===== src/rtl/imem_stream_loader.sv =====
// Byte-stream loader for the instruction memory. It unpacks a framed stream into big-endian words,
// writes them sequentially, and keeps the CPU in reset until the frame checksum matches.
//
// state  | meaning
// IDLE   | discard bytes until the sync marker arrives
// CNT_HI | capture word count bits [15:8]
// CNT_LO | capture word count bits [7:0], then range-check it
// DATA   | assemble payload words and write them
// CHK    | compare the received checksum byte
// DONE   | frame loaded, CPU released
// ERR    | frame rejected, CPU held
module imem_stream_loader #(
  parameter int         ADDR_WIDTH = 8,
  parameter logic [7:0] SYNC_BYTE  = 8'hA5
) (
  input  logic                  Clk,
  input  logic                  rst,
  input  logic [7:0]            in_data,
  input  logic                  in_valid,
  output logic                  in_ready,
  input  logic                  start,
  output logic                  imem_we,
  output logic [ADDR_WIDTH-1:0] imem_addr,
  output logic [31:0]           imem_wdata,
  output logic                  cpu_hold,
  output logic                  done,
  output logic                  error
);

  typedef enum logic [2:0] {
    IDLE, CNT_HI, CNT_LO, DATA, CHK, DONE, ERR
  } state_t;

  localparam logic [16:0] MAX_N = 17'd1 << ADDR_WIDTH;

  state_t              state;
  logic [15:0]         n;
  logic [ADDR_WIDTH:0] widx;
  logic [1:0]          bidx;
  logic [23:0]         word;
  logic [7:0]          csum;

  logic        accept;
  logic [16:0] n_full;
  logic [16:0] widx_inc;

  assign accept   = in_valid & in_ready;
  assign n_full   = {1'b0, n[15:8], in_data};
  assign widx_inc = 17'(widx) + 17'd1;

  always_ff @(posedge Clk or negedge rst) begin
    if (!rst) begin
      state      <= IDLE;
      n          <= '0;
      widx       <= '0;
      bidx       <= '0;
      word       <= '0;
      csum       <= '0;
      in_ready   <= 1'b0;
      imem_we    <= 1'b0;
      imem_addr  <= '0;
      imem_wdata <= '0;
      cpu_hold   <= 1'b1;
      done       <= 1'b0;
      error      <= 1'b0;
    end else begin
      imem_we <= 1'b0;
      case (state)
        IDLE: begin
          in_ready <= 1'b1;
          if (accept && in_data == SYNC_BYTE) state <= CNT_HI;
        end
        CNT_HI: begin
          if (accept) begin
            n[15:8] <= in_data;
            state   <= CNT_LO;
          end
        end
        CNT_LO: begin
          if (accept) begin
            n[7:0] <= in_data;
            widx   <= '0;
            bidx   <= '0;
            csum   <= '0;
            if (n_full > MAX_N) begin
              state    <= ERR;
              in_ready <= 1'b0;
              error    <= 1'b1;
            end else if (n_full == 17'd0) begin
              state <= CHK;
            end else begin
              state <= DATA;
            end
          end
        end
        DATA: begin
          if (accept) begin
            word <= {word[15:0], in_data};
            csum <= csum ^ in_data;
            bidx <= bidx + 2'd1;
            if (bidx == 2'd3) begin
              imem_we    <= 1'b1;
              imem_addr  <= widx[ADDR_WIDTH-1:0];
              imem_wdata <= {word, in_data};
              widx       <= widx + 1'b1;
              // widx is one bit wider than the address so a full-depth load still terminates
              if (widx_inc == {1'b0, n}) state <= CHK;
            end
          end
        end
        CHK: begin
          if (accept) begin
            in_ready <= 1'b0;
            if (in_data == csum) begin
              state    <= DONE;
              done     <= 1'b1;
              cpu_hold <= 1'b0;
            end else begin
              state <= ERR;
              error <= 1'b1;
            end
          end
        end
        DONE, ERR: begin
          if (start) begin
            state    <= IDLE;
            in_ready <= 1'b1;
            done     <= 1'b0;
            error    <= 1'b0;
            cpu_hold <= 1'b1;
          end
        end
        default: state <= IDLE;
      endcase
    end
  end

endmodule


===== config.mk =====
export PLATFORM = sky130hd
export DESIGN_NAME = imem_stream_loader
export DESIGN_NICKNAME = d
export VERILOG_FILES = /design/src/rtl/imem_stream_loader.sv
export SDC_FILE = /design/constraint.sdc
export NUM_CORES = 1
export LEC_CHECK = 0
export ABC_CLOCK_PERIOD_IN_PS = 5550
export BUFFER_PORTS_ARGS = -buffer_cell sky130_fd_sc_hd__buf_2
export CAP_MARGIN = 20
export CORE_MARGIN = 3
export CORE_UTILIZATION = 50
export DETAILED_ROUTE_END_ITERATION = 8
export PLACE_DENSITY_LB_ADDON = 0.08
export SLEW_MARGIN = 20
export SYNTH_ARGS = -nofsm -noshare
export SYNTH_HDL_FRONTEND = slang
export SYNTH_SLANG_ARGS = --single-unit

===== constraint.sdc =====
create_clock -name Clk -period 5.55 [get_ports Clk]
set_clock_uncertainty 0.05 [all_clocks]
set_input_delay 1.11 -clock Clk [delete_from_list [all_inputs] [get_ports Clk]]
set_output_delay 1.11 -clock Clk [all_outputs]
set_load 0.01 [all_outputs]

==> results.ini, run 1 <==
[timing]
worstMarginPinSlew_ps = 1087
slew_headroom = 0.2739
min_period_over_period = 0.4899
timing.final.hold_violations = 0
setup_viol = 0
post-route-min-period_ps = 2719
grt_setup_unrepaired = no
finalSetupTns_ps = 0
fmax_ghz = 0.3678
drv_slew = 0

[clocking]
post_cts_buffers = 0
clock_path_buffers = 2
hold_buffers = 0
cts-root-buf = clkbuf_8
h-tree-depth = 3
clk_pin_slew_ps = 120
cts_buffers = 9
clk_latency_ps = 370
cts_tree = done
clock-sinks = 107
cts_resized = 0

[floorplan]
initial_utilization = 0.5215
die_area_sq_um = 11000
io_pins = 57
coreArea_sq_um = 9371
die_width_um = 104.9
fp-row-count = 35
die_h_um = 104.9

[routing]
wl_per_cell_um = 15.77
route.detailed.drc = 0
dr.pass1.iters = 4
vias = 3524
first_iter_violations = 100
post_drt_via_cell_ratio = 5.364
ant_nets = 0
routed_wl_um = 10360

[pwr]
p_leak_nw = 2.828
powerDensity_nw_per_um2 = 242.8
ir_worst_vdd_mv = 0.1189

[worst_setup_path]
required_ps = 5740
start_kind = primary input
endpoint_kind = register
path_class = primary input to register
path_max_fanout = 26
cp.arrival_ps = 2910

[synth]
postSynthAreaPerCell_sq_um = 10.29
syn-cell-area_sq_um = 4887
synth_seq_area_share = 0.5481
synth-compound-area-share = 0.1142
syn-instance-count = 475
async_reset_ff_frac = 1.000
synthSimpleGateAreaFrac = 0.1897
synth_top_family_by_area = simple AND/OR/NAND/NOR gates
synth_edf_count = 0
synth_fp_nets = 489
synth_ff_type = dfrtp_1
synth_fa_ha_area_frac = 0.005120
synth_xor_area_frac = 0.01971
synthMuxAreaShare = 0.09447
synth_seq_cells = 107
yosysUniqueCellTypes = 58
ys_warn_count = 0

[status]
status = completed

[finish]
fill_cells = 842
n_antenna_cell = 0
drive_gt1_frac = 0.2519
post_layout_nonfiller_instances = 657
final_core_util = 0.5842
syn_to_final_growth_pct = 12.03
nNetsFinal = 537

[hold_path]
hp-class = register to register

[place]
detailed_place_hpwl_um = 6909
numPortBuffers = 56
place_inst = 641
place_congestion = 0.8105

[global_route]
grt_pass1_wl_um = 17780
grt-ovfl-total = 0
antenna_found_initial = 0
grt_max_degree = 63
grt_pass1_vias = 3457
track_usage = 0.2018

[run]
cap_viol_max_count = 0

==> per-stage QoR <==
| step | cell area [sq um] | total power [mW] | hold slack (ps) | worst slack [ps] |
|---|---|---|---|---|
| floorplan | 4887 | 0.7996 | 383.1 | 2986 |
| global placement | 5260 | 0.8292 | 394.3 | 2526 |
| detailed placement | 5260 | 0.8295 | 402.8 | 2452 |
| CTS | 5475 | 1.344 | 430.1 | 2848 |
| global route | 5475 | 1.388 | 447.9 | 2576 |
| finish | 5475 | 1.330 | 426.1 | 2831 |
==> registers in the layout, summed over array words and instances (netlist names) <==
name and flops:
error 1, cpu_hold 1, n 16, word 24
imem_wdata 32, widx 9, imem_we 1, done 1
imem_addr 8, csum 8, in_ready 1, state 3
bidx 2
==> routing by layer <==
| metal | GRT usage | vias to the layer above | share of wire |
|---|---|---|---|
| li1 | - | 1723 | - |
| met1 | 0.2988 | 1728 | 0.50 |
| met2 | 0.3043 | 64 | 0.45 |
| met3 | 0.03768 | 9 | 0.036 |
| met4 | 0.05811 | 0 | 0.011 |
| met5 | 0 | - | 0 |
==> worst paths after layout <==
check                              start        endpoint  slack (ps)  cells past startpoint
worst max-delay path            in_valid         widx[3]        2830                      5
worst min-delay path            word[17]  imem_wdata[25]         430                      2
worst max register to register  state[1]         widx[3]        2870                      4
worst min register to register  word[17]  imem_wdata[25]         430                      2
max in group asynchronous            rst        word[15]        3550                      2
min in group asynchronous            rst  imem_wdata[30]         760                      1
==> cells in the final DEF (no fill, tap or decap), drive strengths merged, types with 2 or more instances in the layout <==
master / netlist / routed
nand2: 140 / 140
dfrtp: 106 / 106
buf: 10 / 59
mux2: 41 / 41
o21ai: 26 / 26
nand2b: 17 / 17
inv: 11 / 16
a21oi: 13 / 13
nor2: 11 / 11
a22o: 9 / 9
clkbuf: 12 / 9
nand4: 8 / 8
nand3: 7 / 7
xnor2: 6 / 6
xor2: 5 / 5
nor3: 4 / 4
or4: 3 / 3
a31oi: 3 / 3
or2: 3 / 3
o31ai: 3 / 3
nor4: 3 / 3
o21a: 3 / 3
o211a: 2 / 2
o211ai: 2 / 2
o2bb2ai: 2 / 2
o22a: 2 / 2
ha: 2 / 2
o2111ai: 2 / 2
==> cells in the mapped netlist (all sizes together), types with 2 or more instances <==
| library cell | n | area (sq um) |
|---|---|---|
| o21a | 3 | 23.77 |
| xnor2 | 6 | 52.55 |
| o211a | 2 | 20.02 |
| o211ai | 2 | 15.01 |
| o21ai | 26 | 130.1 |
| xor2 | 5 | 43.79 |
| nor2 | 11 | 43.80 |
| o2111ai | 2 | 23.77 |
| o31ai | 3 | 22.52 |
| o22a | 2 | 17.52 |
| nand3 | 7 | 40.04 |
| nor4 | 3 | 33.78 |
| inv | 11 | 41.29 |
| clkbuf | 12 | 45.04 |
| a31oi | 3 | 18.77 |
| a21oi | 13 | 68.82 |
| nor3 | 4 | 30.03 |
| nand4 | 8 | 50.05 |
| or4 | 3 | 22.52 |
| a22o | 9 | 78.83 |
| or2 | 3 | 18.77 |
| ha | 2 | 25.02 |
| mux2 | 41 | 461.7 |
| nand2 | 140 | 525.5 |
| buf | 10 | 53.80 |
| nand2b | 17 | 106.4 |
| o2bb2ai | 2 | 17.52 |
| dfrtp | 106 | 2653 |
==> area by class of cell <==
| type | count | area [sq um] | share of cell area |
|---|---|---|---|
| well taps | 129 | 161.4 | 0.02948 |
| repair buffers | 59 | 305.3 | 0.05576 |
| multi-input cells | 335 | 2073 | 0.3787 |
| flip-flops and latches | 107 | 2679 | 0.4893 |
| clock inverters | 7 | 91.34 | 0.01668 |
| inverters | 11 | 41.29 | 0.007541 |
| clock buffers | 9 | 123.9 | 0.02262 |
==> cell families (layout without fill, tap and decap cells) <==
| kind of cell | count (synthesis) | in the layout |
|---|---|---|
| AND/OR/NAND/NOR | 203 | 203 |
| flip-flops | 107 | 107 |
| AO/OA/AOI/OAI | 78 | 78 |
| multiplexers | 41 | 41 |
| buffers and inverters | 33 | 86 |
| XOR/XNOR | 11 | 11 |
| adder cells (fa/ha/maj) | 2 | 2 |
==> power breakdown <==
group	total [mW]	switching (mW)	internal (mW)	leakage, nW
sequential	0.779	0	0.779	1.48
clock	0.516	0.293	0.223	0.108
combinational	0.0341	0.0278	0.00634	1.24
==> worst max-delay path: stages <==
cell and delay, ps:
buf_2 100, nand2_1 120, nor2_1 300, nand2_1 700
o31ai_1 570
No activity file was read; power rests on OpenSTA's default activity.
==> run 2: changes to the inputs <==
--- a/config.mk
+++ b/config.mk
@@ -5,7 +5,7 @@
 export SDC_FILE = /design/constraint.sdc
 export NUM_CORES = 1
 export LEC_CHECK = 0
-export ABC_CLOCK_PERIOD_IN_PS = 5550
+export ABC_CLOCK_PERIOD_IN_PS = 2400
 export BUFFER_PORTS_ARGS = -buffer_cell sky130_fd_sc_hd__buf_2
 export CAP_MARGIN = 20
 export CORE_MARGIN = 3
==> constraint.sdc (replaced) <==
create_clock -name Clk -period 2.4 [get_ports Clk]
set_clock_uncertainty 0.05 [all_clocks]
set_input_delay 0.48 -clock Clk [delete_from_list [all_inputs] [get_ports Clk]]
set_output_delay 0.48 -clock Clk [all_outputs]
set_load 0.01 [all_outputs]
==> results.ini, run 2 (synthesis gave the netlist of run 1 again) <==
[status]
status = completed

[floorplan]
io_pins = 57  ; unchanged
fp-row-count = 35  ; unchanged
die_h_um = 104.9  ; unchanged
coreArea_sq_um = 9371  ; unchanged
initial_utilization = 0.5215  ; unchanged
die_width_um = 104.9  ; unchanged
die_area_sq_um = 11000  ; unchanged

[worst_setup_path]
critical_path_depth = 7  ; +2
cp.arrival_ps = 2420  ; -490 ps
cp_cell_sequence = ha_1, nand3_2, xor2_1, xor2_1, o2111ai_2, o311a_1, o22a_1
required_ps = 2620  ; -3120 ps
critPathSlowestCell = dfrtp_1
endpoint = state[1]
start_kind = register
ff2ff_setup_slack_ps = 200  ; -2670 ps
r2r_cells = 7  ; +3
crit_family = compound AO/OA/AOI/OAI gates
regToRegEndpoint = state[1]
path_class = register to register
slowest_delay_ps = 470  ; -230 ps
crit_start = widx[1]
r2r_start = widx[1]
critPathBufInv = 0  ; -1
path_max_fanout = 6  ; -77%
worst_path_most_repeated_cell = xor2_1
endpoint_kind = register

[global_route]
grt_pass1_vias = 3371  ; -2.5%
grt_max_degree = 48  ; -24%
grt_pass1_wl_um = 17340  ; -2.5%
track_usage = 0.1952  ; -0.006538
grt-ovfl-total = 0  ; unchanged
antenna_found_initial = 0  ; unchanged

[finish]
reg_top3 = imem_wdata (32), word (24), n (16)
drive_gt1_frac = 0.2680  ; +0.01613
final_core_util = 0.5959  ; +0.01161
fill_cells = 853  ; +1.3%
largest_reg_flops = 32  ; unchanged
final_cell_mix = nand2_1, dfrtp_1, buf_2
n_antenna_cell = 0  ; unchanged
largest-register = imem_wdata
final_common_cell = nand2_1
syn_to_final_growth_pct = 14.26
nNetsFinal = 550  ; +2.4%

[pwr]
p_clk_frac = 0.385  ; -0.003
p_seq_frac = 0.589  ; +0.003
p_int_mw = 2.333  ; +130%
p_leak_nw = 2.895  ; +2.4%
net-switching-power_uw = 728.1  ; +130%
p_comb_frac = 0.026  ; about the same
powerDensity_nw_per_um2 = 548.2  ; +130%
netSwitchingFraction = 0.2379  ; -0.003492
ir_worst_vdd_mv = 0.3115  ; +160%

[clocking]
h-tree-depth = 3  ; unchanged
post_cts_buffers = 0  ; unchanged
cts-root-buf = clkbuf_8
clk_latency_ps = 370  ; about the same
clock-sinks = 107  ; unchanged
hold_buffers = 1  ; +1
cts_buffers = 9  ; unchanged
clk_pin_slew_ps = 110  ; about the same
clock_path_buffers = 2  ; unchanged
cts_tree = done
cts_resized = 0  ; unchanged

[hold_path]
hp-class = primary input to register
min_path_cells = 3  ; +1

[routing]
vias = 3541  ; +0.48%
post_drt_via_cell_ratio = 5.285  ; -1.5%
ant_nets = 0  ; unchanged
wl_per_cell_um = 15.42  ; -2.2%
routed_wl_um = 10330  ; -0.26%
route.detailed.drc = 0  ; unchanged
dr.pass1.iters = 4  ; unchanged
first_iter_violations = 126  ; +26%

[timing]
drv_slew = 0  ; unchanged
min_period_over_period = 0.9181
grt_setup_unrepaired = no
worstMarginPinSlew_ps = 594.6  ; -491.9 ps
post-route-min-period_ps = 2203
setup_viol = 0  ; unchanged
timing.final.hold_violations = 0  ; unchanged
fmax_ghz = 0.4538
slew_headroom = 0.6006  ; +0.3267
finalSetupTns_ps = 0  ; unchanged

[place]
detailed_place_hpwl_um = 7307  ; +5.8%
place_congestion = 0.8369  ; +3.3%
numPortBuffers = 56  ; unchanged

[run]
cap_viol_max_count = 0  ; unchanged

-- run 2: layout make-up --
type	count	area, sq um	area share
Clock buffer	9	123.9	0.02218
Clock inverter	7	87.58	0.01568
Inverter	11	41.29	0.007394
Multi-Input combinational cell	335	2073	0.3713
Sequential cell	107	2679	0.4797
Tap cell	129	161.4	0.02890
Timing Repair Buffer	72	417.9	0.07484
-- run 2: power by group through the flow --
stage | logic (mW) | registers (mW) | clock network, mW
after floorplan | 0.0116 | 1.84 | 0
after global placement | 0.0826 | 1.84 | 0
after detailed placement | 0.0839 | 1.84 | 0
after CTS | 0.0854 | 1.80 | 1.20
after global routing | 0.0930 | 1.80 | 1.26
final | 0.0808 | 1.80 | 1.18
-- run 2: metrics by stage --
stage	total power, mW	hold WS, ps	cell area [sq um]	cells	setup WS (ps)
detailed placement	1.921	401.6	5363	653	193.0
global route	3.158	358.5	5584	670	12.82
global placement	1.920	395.3	5363	653	233.3
CTS	3.092	347.0	5584	670	214.5
floorplan	1.849	134.4	4887	475	362.9
finish	3.061	356.0	5584	670	196.6
-- run 2: how the worst min path moves through the flow --
stage	start	endpoint	slack, ps
5_1_grt	in_data[6]	imem_wdata[6]	360
4_1_cts	in_data[6]	imem_wdata[6]	350
6_report	in_data[6]	imem_wdata[6]	360
3_5_place_dp	word[22]	imem_wdata[30]	400
3_3_place_gp	word[23]	imem_wdata[31]	400
2_1_floorplan	rst	bidx[0]	130
-- run 2: tightest hold or removal path: cells and delay by family --
family | cells | cell delay [ps]
buffers and inverters | 1 | 150
AND/OR/NAND/NOR | 2 | 120
-- run 2: layer usage --
layer	GRT usage	vias up	part of all wire
met2	0.2942	69	0.45
met5	0	-	0
met1	0.2968	1715	0.51
met3	0.02532	9	0.034
li1	-	1748	-
met4	0.05623	0	0.0095
